File: src/rtl/xgmii_frame_gen.sv
// XGMII test-frame generator on the 156.25 MHz transmit clock.
// Builds complete Ethernet frames at run time from the sampled configuration.
// Each frame carries the programmed MACs and EtherType, a 32-bit sequence
// number, an incrementing payload and a CRC-32 FCS.
// Frames are emitted as PRE / DATA / IFG words, and every output is registered.

module xgmii_frame_gen #(
  parameter int MIN_LEN = 64,
  parameter int MAX_LEN = 1518,
  parameter int LEN_W   = 14
) (
  input  logic             clk156,
  input  logic             sys_rst_n,
  input  logic             enable,
  input  logic [31:0]      frame_count,
  input  logic [LEN_W-1:0] frame_len,
  input  logic [7:0]       ifg_words,
  input  logic [47:0]      dst_mac,
  input  logic [47:0]      src_mac,
  input  logic [15:0]      ethertype,
  output logic [63:0]      xgmii_txd,
  output logic [7:0]       xgmii_txc,
  output logic             busy,
  output logic             done,
  output logic [31:0]      frames_sent
);

  // Byte offsets within a frame need one extra bit.
  // The terminate word can run past L by up to 7 lanes.
  localparam int KW = LEN_W + 1;

  localparam logic [1:0] ST_IDLE = 2'd0;
  localparam logic [1:0] ST_PRE  = 2'd1;
  localparam logic [1:0] ST_DATA = 2'd2;
  localparam logic [1:0] ST_IFG  = 2'd3;

  localparam logic [63:0] IDLE_WORD     = 64'h0707_0707_0707_0707;
  localparam logic [63:0] PRE_WORD      = 64'hD555_5555_5555_55FB;
  localparam logic [31:0] CRC_POLY_REFL = 32'hEDB8_8320;

  localparam logic [LEN_W-1:0] MIN_L = LEN_W'(MIN_LEN);
  localparam logic [LEN_W-1:0] MAX_L = LEN_W'(MAX_LEN);

  // One byte of the reflected IEEE 802.3 CRC-32, LSB first.
  function automatic logic [31:0] crc32_byte(input logic [31:0] crc_in,
                                             input logic [7:0]  data);
    logic [31:0] c;
    c = crc_in ^ {24'h0, data};
    for (int b = 0; b < 8; b++) begin
      c = c[0] ? ((c >> 1) ^ CRC_POLY_REFL) : (c >> 1);
    end
    return c;
  endfunction

  // Sequential state.
  logic [1:0]       state_q, state_d;
  logic [LEN_W-1:0] len_q, len_d;
  logic [7:0]       ifg_q, ifg_d;
  logic [7:0]       ifg_left_q, ifg_left_d;
  logic [47:0]      dst_q, dst_d;
  logic [47:0]      src_q, src_d;
  logic [15:0]      etype_q, etype_d;
  logic [31:0]      count_q, count_d;
  logic [31:0]      seq_q, seq_d;
  logic [KW-1:0]    base_q, base_d;
  logic [31:0]      crc_q, crc_d;
  logic [31:0]      frames_sent_q, frames_sent_d;
  logic             done_q, done_d;
  logic             end_pend_q, end_pend_d;
  logic             done_pend_q, done_pend_d;
  logic             busy_q, busy_d;
  logic [63:0]      txd_q, txd_d;
  logic [7:0]       txc_q, txc_d;

  // Combinational helpers.
  logic [LEN_W-1:0] len_clamped;
  logic [KW-1:0]    len_k;
  logic [KW-1:0]    fcs_start;
  logic [KW-1:0]    lane_k;
  logic [143:0]     hdr;
  logic [7:0]       byte_v;
  logic [1:0]       fcs_idx;
  logic [31:0]      crc_acc;
  logic [31:0]      fcs;
  logic [63:0]      data_txd;
  logic [7:0]       data_txc;
  logic             last_word;
  logic             start;
  logic             reached;
  logic             load_cfg;
  logic [31:0]      next_seq;
  logic [31:0]      frames_sent_inc;

  // Clamp the requested length into the legal frame range.
  always_comb begin
    if (frame_len < MIN_L) begin
      len_clamped = MIN_L;
    end else if (frame_len > MAX_L) begin
      len_clamped = MAX_L;
    end else begin
      len_clamped = frame_len;
    end
  end

  // Assemble the current data word.
  // Header and payload lanes feed the CRC first, so the FCS lanes in the
  // same word see the finished CRC value.
  always_comb begin
    // NOTE: every variable gets a default at the top of a combinational block;
    // a path that leaves one unassigned would infer a latch.
    hdr       = {dst_q, src_q, etype_q, seq_q};
    len_k     = KW'(len_q);
    fcs_start = len_k - KW'(4);
    lane_k    = '0;
    byte_v    = '0;
    fcs_idx   = '0;
    crc_acc   = crc_q;
    data_txd  = '0;
    data_txc  = '0;

    for (int i = 0; i < 8; i++) begin
      lane_k = base_q + KW'(i);
      byte_v = 8'h00;
      if (lane_k < fcs_start) begin
        if (lane_k < KW'(18)) begin
          for (int j = 0; j < 18; j++) begin
            if (lane_k[4:0] == 5'(j)) byte_v = hdr[143-8*j -: 8];
          end
        end else begin
          byte_v = 8'(lane_k - KW'(18));
        end
        data_txd[8*i +: 8] = byte_v;
        crc_acc = crc32_byte(crc_acc, byte_v);
      end
    end

    fcs = ~crc_acc;

    for (int i = 0; i < 8; i++) begin
      lane_k = base_q + KW'(i);
      if (lane_k >= fcs_start && lane_k < len_k) begin
        fcs_idx = 2'(lane_k - fcs_start);
        case (fcs_idx)
          2'd0:    data_txd[8*i +: 8] = fcs[7:0];
          2'd1:    data_txd[8*i +: 8] = fcs[15:8];
          2'd2:    data_txd[8*i +: 8] = fcs[23:16];
          default: data_txd[8*i +: 8] = fcs[31:24];
        endcase
      end else if (lane_k == len_k) begin
        data_txd[8*i +: 8] = 8'hFD;
        data_txc[i]        = 1'b1;
      end else if (lane_k > len_k) begin
        data_txd[8*i +: 8] = 8'h07;
        data_txc[i]        = 1'b1;
      end
    end

    last_word = (base_q + KW'(7)) >= len_k;
  end

  // Frame sequencing, run bookkeeping and the next registered output word.
  // The frame that ends in IFG is counted one edge later. That edge is the
  // one that retires the last idle word from the outputs.
  always_comb begin
    state_d       = state_q;
    len_d         = len_q;
    ifg_d         = ifg_q;
    ifg_left_d    = ifg_left_q;
    dst_d         = dst_q;
    src_d         = src_q;
    etype_d       = etype_q;
    count_d       = count_q;
    seq_d         = seq_q;
    base_d        = base_q;
    crc_d         = crc_q;
    frames_sent_d = frames_sent_q;
    done_d        = done_q;
    end_pend_d    = 1'b0;
    done_pend_d   = 1'b0;
    busy_d        = (state_q != ST_IDLE);
    txd_d         = IDLE_WORD;
    txc_d         = 8'hFF;
    load_cfg      = 1'b0;
    frames_sent_inc = frames_sent_q + 32'd1;
    next_seq      = frames_sent_q;
    reached       = 1'b0;
    start         = 1'b0;

    if (end_pend_q) begin
      frames_sent_d = frames_sent_inc;
      if (done_pend_q) done_d = 1'b1;
    end else if (state_q == ST_IDLE && !enable) begin
      frames_sent_d = '0;
      done_d        = 1'b0;
    end

    case (state_q)
      ST_IDLE: begin
        start = enable && !done_q && !end_pend_q &&
                (frame_count == 32'd0 || frames_sent_q < frame_count);
        if (start) begin
          state_d  = ST_PRE;
          load_cfg = 1'b1;
          next_seq = frames_sent_q;
        end
      end
      ST_PRE: begin
        txd_d   = PRE_WORD;
        txc_d   = 8'h01;
        base_d  = '0;
        crc_d   = 32'hFFFF_FFFF;
        state_d = ST_DATA;
      end
      ST_DATA: begin
        txd_d  = data_txd;
        txc_d  = data_txc;
        crc_d  = crc_acc;
        base_d = base_q + KW'(8);
        if (last_word) begin
          state_d    = ST_IFG;
          ifg_left_d = (ifg_q == 8'd0) ? 8'd0 : ifg_q - 8'd1;
        end
      end
      default: begin
        if (ifg_left_q != 8'd0) begin
          ifg_left_d = ifg_left_q - 8'd1;
        end else begin
          reached     = (count_q != 32'd0) && (frames_sent_inc == count_q);
          end_pend_d  = 1'b1;
          done_pend_d = reached;
          if (enable && !reached) begin
            state_d  = ST_PRE;
            load_cfg = 1'b1;
            next_seq = frames_sent_inc;
          end else begin
            state_d = ST_IDLE;
          end
        end
      end
    endcase

    if (load_cfg) begin
      len_d   = len_clamped;
      ifg_d   = ifg_words;
      dst_d   = dst_mac;
      src_d   = src_mac;
      etype_d = ethertype;
      count_d = frame_count;
      seq_d   = next_seq;
    end
  end

  // State and output registers; reset forces idle words at once.
  always_ff @(posedge clk156 or negedge sys_rst_n) begin
    if (!sys_rst_n) begin
      state_q       <= ST_IDLE;
      len_q         <= MIN_L;
      ifg_q         <= '0;
      ifg_left_q    <= '0;
      dst_q         <= '0;
      src_q         <= '0;
      etype_q       <= '0;
      count_q       <= '0;
      seq_q         <= '0;
      base_q        <= '0;
      crc_q         <= 32'hFFFF_FFFF;
      frames_sent_q <= '0;
      done_q        <= 1'b0;
      end_pend_q    <= 1'b0;
      done_pend_q   <= 1'b0;
      busy_q        <= 1'b0;
      txd_q         <= IDLE_WORD;
      txc_q         <= 8'hFF;
    end else begin
      // NOTE: non-blocking assignments here, so every flop samples the
      // pre-edge value of the others regardless of statement order.
      state_q       <= state_d;
      len_q         <= len_d;
      ifg_q         <= ifg_d;
      ifg_left_q    <= ifg_left_d;
      dst_q         <= dst_d;
      src_q         <= src_d;
      etype_q       <= etype_d;
      count_q       <= count_d;
      seq_q         <= seq_d;
      base_q        <= base_d;
      crc_q         <= crc_d;
      frames_sent_q <= frames_sent_d;
      done_q        <= done_d;
      end_pend_q    <= end_pend_d;
      done_pend_q   <= done_pend_d;
      busy_q        <= busy_d;
      txd_q         <= txd_d;
      txc_q         <= txc_d;
    end
  end

  assign xgmii_txd   = txd_q;
  assign xgmii_txc   = txc_q;
  assign busy        = busy_q;
  assign done        = done_q;
  assign frames_sent = frames_sent_q;

endmodule

File: config.mk
export PLATFORM = sky130hd
export DESIGN_NAME = xgmii_frame_gen
export DESIGN_NICKNAME = d
export VERILOG_FILES = /design/src/rtl/xgmii_frame_gen.sv
export SDC_FILE = /design/constraint.sdc
export NUM_CORES = 1
export LEC_CHECK = 0
export CELL_PAD_IN_SITES_DETAIL_PLACEMENT = 2
export CELL_PAD_IN_SITES_GLOBAL_PLACEMENT = 2
export CORE_UTILIZATION = 34
export CTS_CLUSTER_DIAMETER = 50
export DETAILED_ROUTE_END_ITERATION = 8
export PLACE_DENSITY_LB_ADDON = 0.1
export SETUP_SLACK_MARGIN = 0.2
export SLEW_MARGIN = 20
export SYNTH_ARGS = -nofsm -noshare
export SYNTH_HDL_FRONTEND = slang
export SYNTH_SLANG_ARGS = --single-unit
File: constraint.sdc
create_clock -name clk156 -period 11.6 [get_ports clk156]
set_input_delay 3.48 -clock clk156 [delete_from_list [all_inputs] [get_ports clk156]]
set_output_delay 3.48 -clock clk156 [all_outputs]
set_load 0.03 [all_outputs]
Yosys cells after proc, flatten, opt, wreduce, memory -nomap -nowiden
Cells that the tools add are included.

Input port bits: 169. Flip-flop bits (word level): 363. Word-level logic and storage cells: 708.

Bitwise logic cells: 74. Multiplexer cells: 327. Equality and inequality tests: 167. Add/subtract/negate cells: 28. Order comparisons: 44. Reductions and logical operators: 50.

Operator list (count): $mux 32 (77); $mux 8 (195); $not 13->14 (64); $eq 5x4->1 const B (64); $xor 32x8->32 (8); $pmux 8 s3 (8); $eq 5x3->1 const B (32); $pmux 64 s2 (1); $eq 15x14->1 (8); $ge 15x15->1 (8); $gt 15x14->1 (8); $lt 15x14->1 (8); $lt 15x15->1 (8); $lt 15x5->1 const B (8); $eq 5x2->1 const B (16); $eq 5x5->1 const B (16); $pmux 32 s2 (1); $sub 8x5->8 const B (8); $add 15x3->15 const B (4); $eq 5x1->1 const B (8); $logic_not 5->1 (8); $mux 1 (35); $add 32x1->32 const B (1); $eq 32x32->1 (1); other kinds (36) (95).

Depth between registers and ports, before layout
Depth in word-level cells: 169. Depth in mapped cells: 46.

Worst setup path after synthesis
No wires, ideal clock.

Kind: register -> register. Start: register len_q[2]. End: register txd_q[14] (netlist: xgmii_txd[14]). Cell stages (with the launch flop): 40. Path slack: 311 ps. Path buffers: 2. Data required time: 11474 ps. Arrival: 11163 ps. Setup time: 126 ps. Period minus slack after synthesis: 11289 ps. Path through: dfrtp_1 -> clkbuf_1 -> inv_1 -> ha_1 -> nand2_1 -> nor3_1 -> xnor2_1 -> ha_1 -> a41oi_1 -> o21ai_0 -> a21o_1 -> nor2_1 -> a31oi_2 -> xnor2_1 -> xor2_2 -> xnor3_1 -> o21a_1 -> xnor2_2 -> (+4 left out) -> mux2_2 -> and3_1 -> buf_4 -> xnor3_1 -> a211o_1 -> nand2_1 -> xor2_1 -> xnor3_1 -> a21oi_2 -> xor2_2 -> xnor3_1 -> a221oi_4 -> xnor2_2 -> xnor3_1 -> a221oi_1 -> o21a_1 -> a21oi_1 -> a311o_1.

Longest elaborated chain between the ends: 101.

Ends and longest elaborated chain: start: declaration (line 57) `logic [LEN_W-1:0] len_q, len_d;`; start signal: assignment (line 278) `len_q <= len_d;`; $sub 14x3->15 (line 113) `fcs_start = len_k - KW'(4);`; $lt 15x15->1 (line 124) `if (lane_k < fcs_start) begin`; $mux 32 (line 124); $xor 32x8->32 (line 48) `c = crc_in ^ {24'h0, data};`; $not 13->14 (no line); $mux 32 (line 50) `c = c[0] ? ((c >> 1) ^ CRC_POLY_REFL) : (c >> 1);`; $mux 32 / $not 13->14 (equally long branches) (2 in a row); $mux 32 (line 50); (+84 left out); $not 13->14 (no line) / $mux 32 (equally long branches); $mux 32 (2 in a row) (line 50); $mux 32 (line 124); $not 32->32 (line 137) `fcs = ~crc_acc;`; $pmux 8 s3 (line 143) `case (fcs_idx)`; $mux 8 (*) (line 141) `if (lane_k >= fcs_start && lane_k < len_k) begin`; $pmux 64 s2 (*) (line 197) `case (state_q)`; net txd_d[14] (line 72) `logic [63:0] txd_q, txd_d;`; end signal: assignment (line 293) `txd_q <= txd_d;`; end: declaration (line 72).

Mark *: on every way through the listed nets, which the timed path passes. The rest lies on a longest branch. A chain may end at the register's enable or synchronous reset.

Worst setup path in the final report
Start: register len_q[10]. End: register txd_q[18] (netlist: xgmii_txd[18]).

Longest elaborated chain between the ends: 102.

Ends and longest elaborated chain (line): $sub 14x3->15 (113); $lt 15x15->1 (124); $mux 32 (124); $xor 32x8->32 (48); $not 13->14 (no line); $mux 32 (50); $not 13->14 (no line); $mux 32 (3 in a row) (50); (+84 left out); $not 13->14 (no line); $mux 32 (2 in a row) (50); $mux 32 (124); $not 32->32 (137); $pmux 8 s3 (143); $mux 8 (*) (141); $pmux 64 s2 (*) (197); net txd_d[18] (72).

Marked as above.

==> results.txt <==
Worst Clk Skew = 0.0317 ns
Crit path kind = reg -> reg
Setup_tns = 0 ns
Seq cells post-synth = 360
Initial drt markers = 2248
MaxCap Viol Count = 0
Worst endpoint required time = 12.14 ns
M1 WL = 77.3 mm
Yosys cell types = 116
Chip width = 327 µm
Layout cells sized above 1 = 0.252
Final Hold Viols = 0
1st-pass router iterations = 8
Routed wl met3 = 7.98 mm
Synthesized Nets = 4425
Routability cong. = 0.964
Cell with the most instances after synthesis = xnor2_1
R2r endpoint = xgmii_txd[18]
Worst Setup EP = xgmii_txd[18]
Startpoint types = flip-flop
CTS tree = built
Hold slack = 0.508 ns
FILL cells = 11400
Site row count = 118
Number of top-level pins = 275
Met2 WL post-DR = 88.2 mm
FMAX = 0.0883 GHz
Hold path depth = 1
Crit-path max cell delay = 0.59 ns
Final setup viols = 0
Worst path slowest cell = or4_4
Worst Hold Class = reg -> reg
Final WL = 182 mm
CTS Root Cell = clkbuf_16
Clock latency at the later pin of the worst-skew pair = 0.66 ns
Final ANT Viol Nets = 0
WL/cell = 29.6 µm
Mapped Area = 0.0360 mm²
Period utilisation layout = 0.976
Final Critical Period = 11.32 ns
Initial antenna violation count = 4
Initial Utilization = 0.345
Final Max Slew Viols = 0
Area leader, netlist = dfrtp_1
FF-to-FF path depth = 41
Number of synthesis warnings = 0
Post-synth EDFFs = 0
Longest Clk Path Bufs = 3
Syn Inst Count = 4117
RSZ-0062 raised after global routing = yes
R2r setup slk = 0.28 ns
Clock slew at reported path FFs = 0.06 ns
Largest net degree at the start of global routing = 125
CP startpoint = len_q[10]
Synth Area per Inst = 8.74 µm²
Crit Reg-Reg Startpoint = len_q[10]
Commonest cells in the synthesized netlist = xnor2_1, nor2_1, a21oi_1
Die Y = 327 µm
Sequential fraction of the synthesis area = 0.253
Crit path DAT = 11.86 ns
Main flop type after synthesis = dfrtp_1
Vias in the first global route = 38400
Tightest Pin Transition = 1.21 ns
Final nets = 5048
Remaining DRCs = 0
First-pass GRT wire length = 260 mm
Critical path capture point type = flip-flop
Core Footprint = 0.104 mm²
GRT Util Overall = 0.327
Uppermost layer routed = met5
Normalized max-slew margin = 0.195
Final Core Density = 0.452
Status = finished, final reports clean
Synth async-reset ratio = 1.00
Ranking of synthesized cells by area = dfrtp_1, xnor2_1, mux2_2
Area Growth Syn to Fin = 30.9%
Sinks on Clock Net = 360
Cts bufs inserted = 54
DPL Wire Length = 142 mm
Area fraction of the dominant cell type after synthesis = 0.205
DR vias/cell = 5.86
CP Max Fanout = 8
Die area = 0.107 mm²
H-tree depth = 2
Vias = 36100
CTS Hold Buffers Added = 0
Port buffer count = 274
Total grt overflow = 0
[critical path, delay by kind of cell, from the launching register on]
family          cells  cell delay [ns]
flops               1             0.45
buf+inv             7             1.09
fa+ha+maj           1             0.24
xor+xnor           13             3.43
simple gates        9             2.57
compound gates     11             3.40
[per-layer routing]
layer,GRT usage,vias up
li1,-,16100
met1,0.412,18800
met2,0.560,951
met3,0.0408,311
met4,0.137,6
met5,0,-
[cells by family (layout without fill, tap and decap cells)]
kind of cell               Yosys count  after routing  share of synthesized area
AOI/OAI and AO/OA                 1102           1102                      0.204
xor gates and xnor gates           648            648                      0.205
adders and majority gates          139            139                     0.0483
buffers and inverters              387           1053                     0.0419
DFF                                360            360                      0.253
muxes                              261            261                     0.0795
other                                1              3                   0.000104
and+or+nand+nor                   1219           1219                      0.168
[timing repair]
item	in CTS	in global routing
pin swaps	21	73
setup endpoints to repair	80	84
resized for setup	69	171
buffers inserted	24	59
[flip-flops by register name, indices dropped and copies added, names as in the netlist, 12 cells and up]
signal,cells
xgmii_txd,64
dst_q,48
src_q,48
count_q,32
crc_q,32
frames_sent,32
seq_q,32
etype_q,16
len_q,14
base_q,12
[cells in the final DEF, fill, tap and decap left out, drive strengths merged, types with 50 or more instances in the layout]
cell / n
buf: 563
nor3: 71
nor2: 343
a21oi: 334
dfstp: 65
a211oi: 50
xnor3: 84
clkbuf: 65
xnor2: 396
nand3: 111
mux2: 161
inv: 129
mux2i: 100
o21ai: 228
nand2: 330
dfrtp: 295
xor2: 153
clkdlybuf4s50: 273
ha: 139
nor4: 53
[how the worst min path moves through the flow]
| stage | startpoint | end |
|---|---|---|
| after CTS | src_q[4] | src_q[4] |
| after detailed placement | src_q[32] | src_q[32] |
| after global routing | src_q[4] | src_q[4] |
| after global placement | done_pend_q | done |
| final | dst_q[11] | dst_q[11] |
| after floorplan | done_pend_q | done |
[per-stage QoR]
stage / cells / worst slack [ns] / cell area [µm²]
floorplan: 4117 / 0.311 / 36000
global placement: 5981 / -0.292 / 43100
finish: 6165 / 0.279 / 47100
detailed placement: 5981 / -0.644 / 43200
CTS: 6104 / 0.197 / 45700
global route: 6163 / -0.0810 / 47100
[area by class of cell]
class	count	area [µm²]	area share
timing repair buffer	836	7140	0.152
inverter	118	443	0.00941
clock buffer	65	1450	0.0309
antenna	2	5.00	0.000106
multi-input combinational	3370	26700	0.567
tap	1380	1730	0.0367
clock inverter	34	524	0.0111
sequential	360	9090	0.193
Power is not shown: default switching activity piles up to over one toggle a cycle in this logic, so the estimate is an artifact.
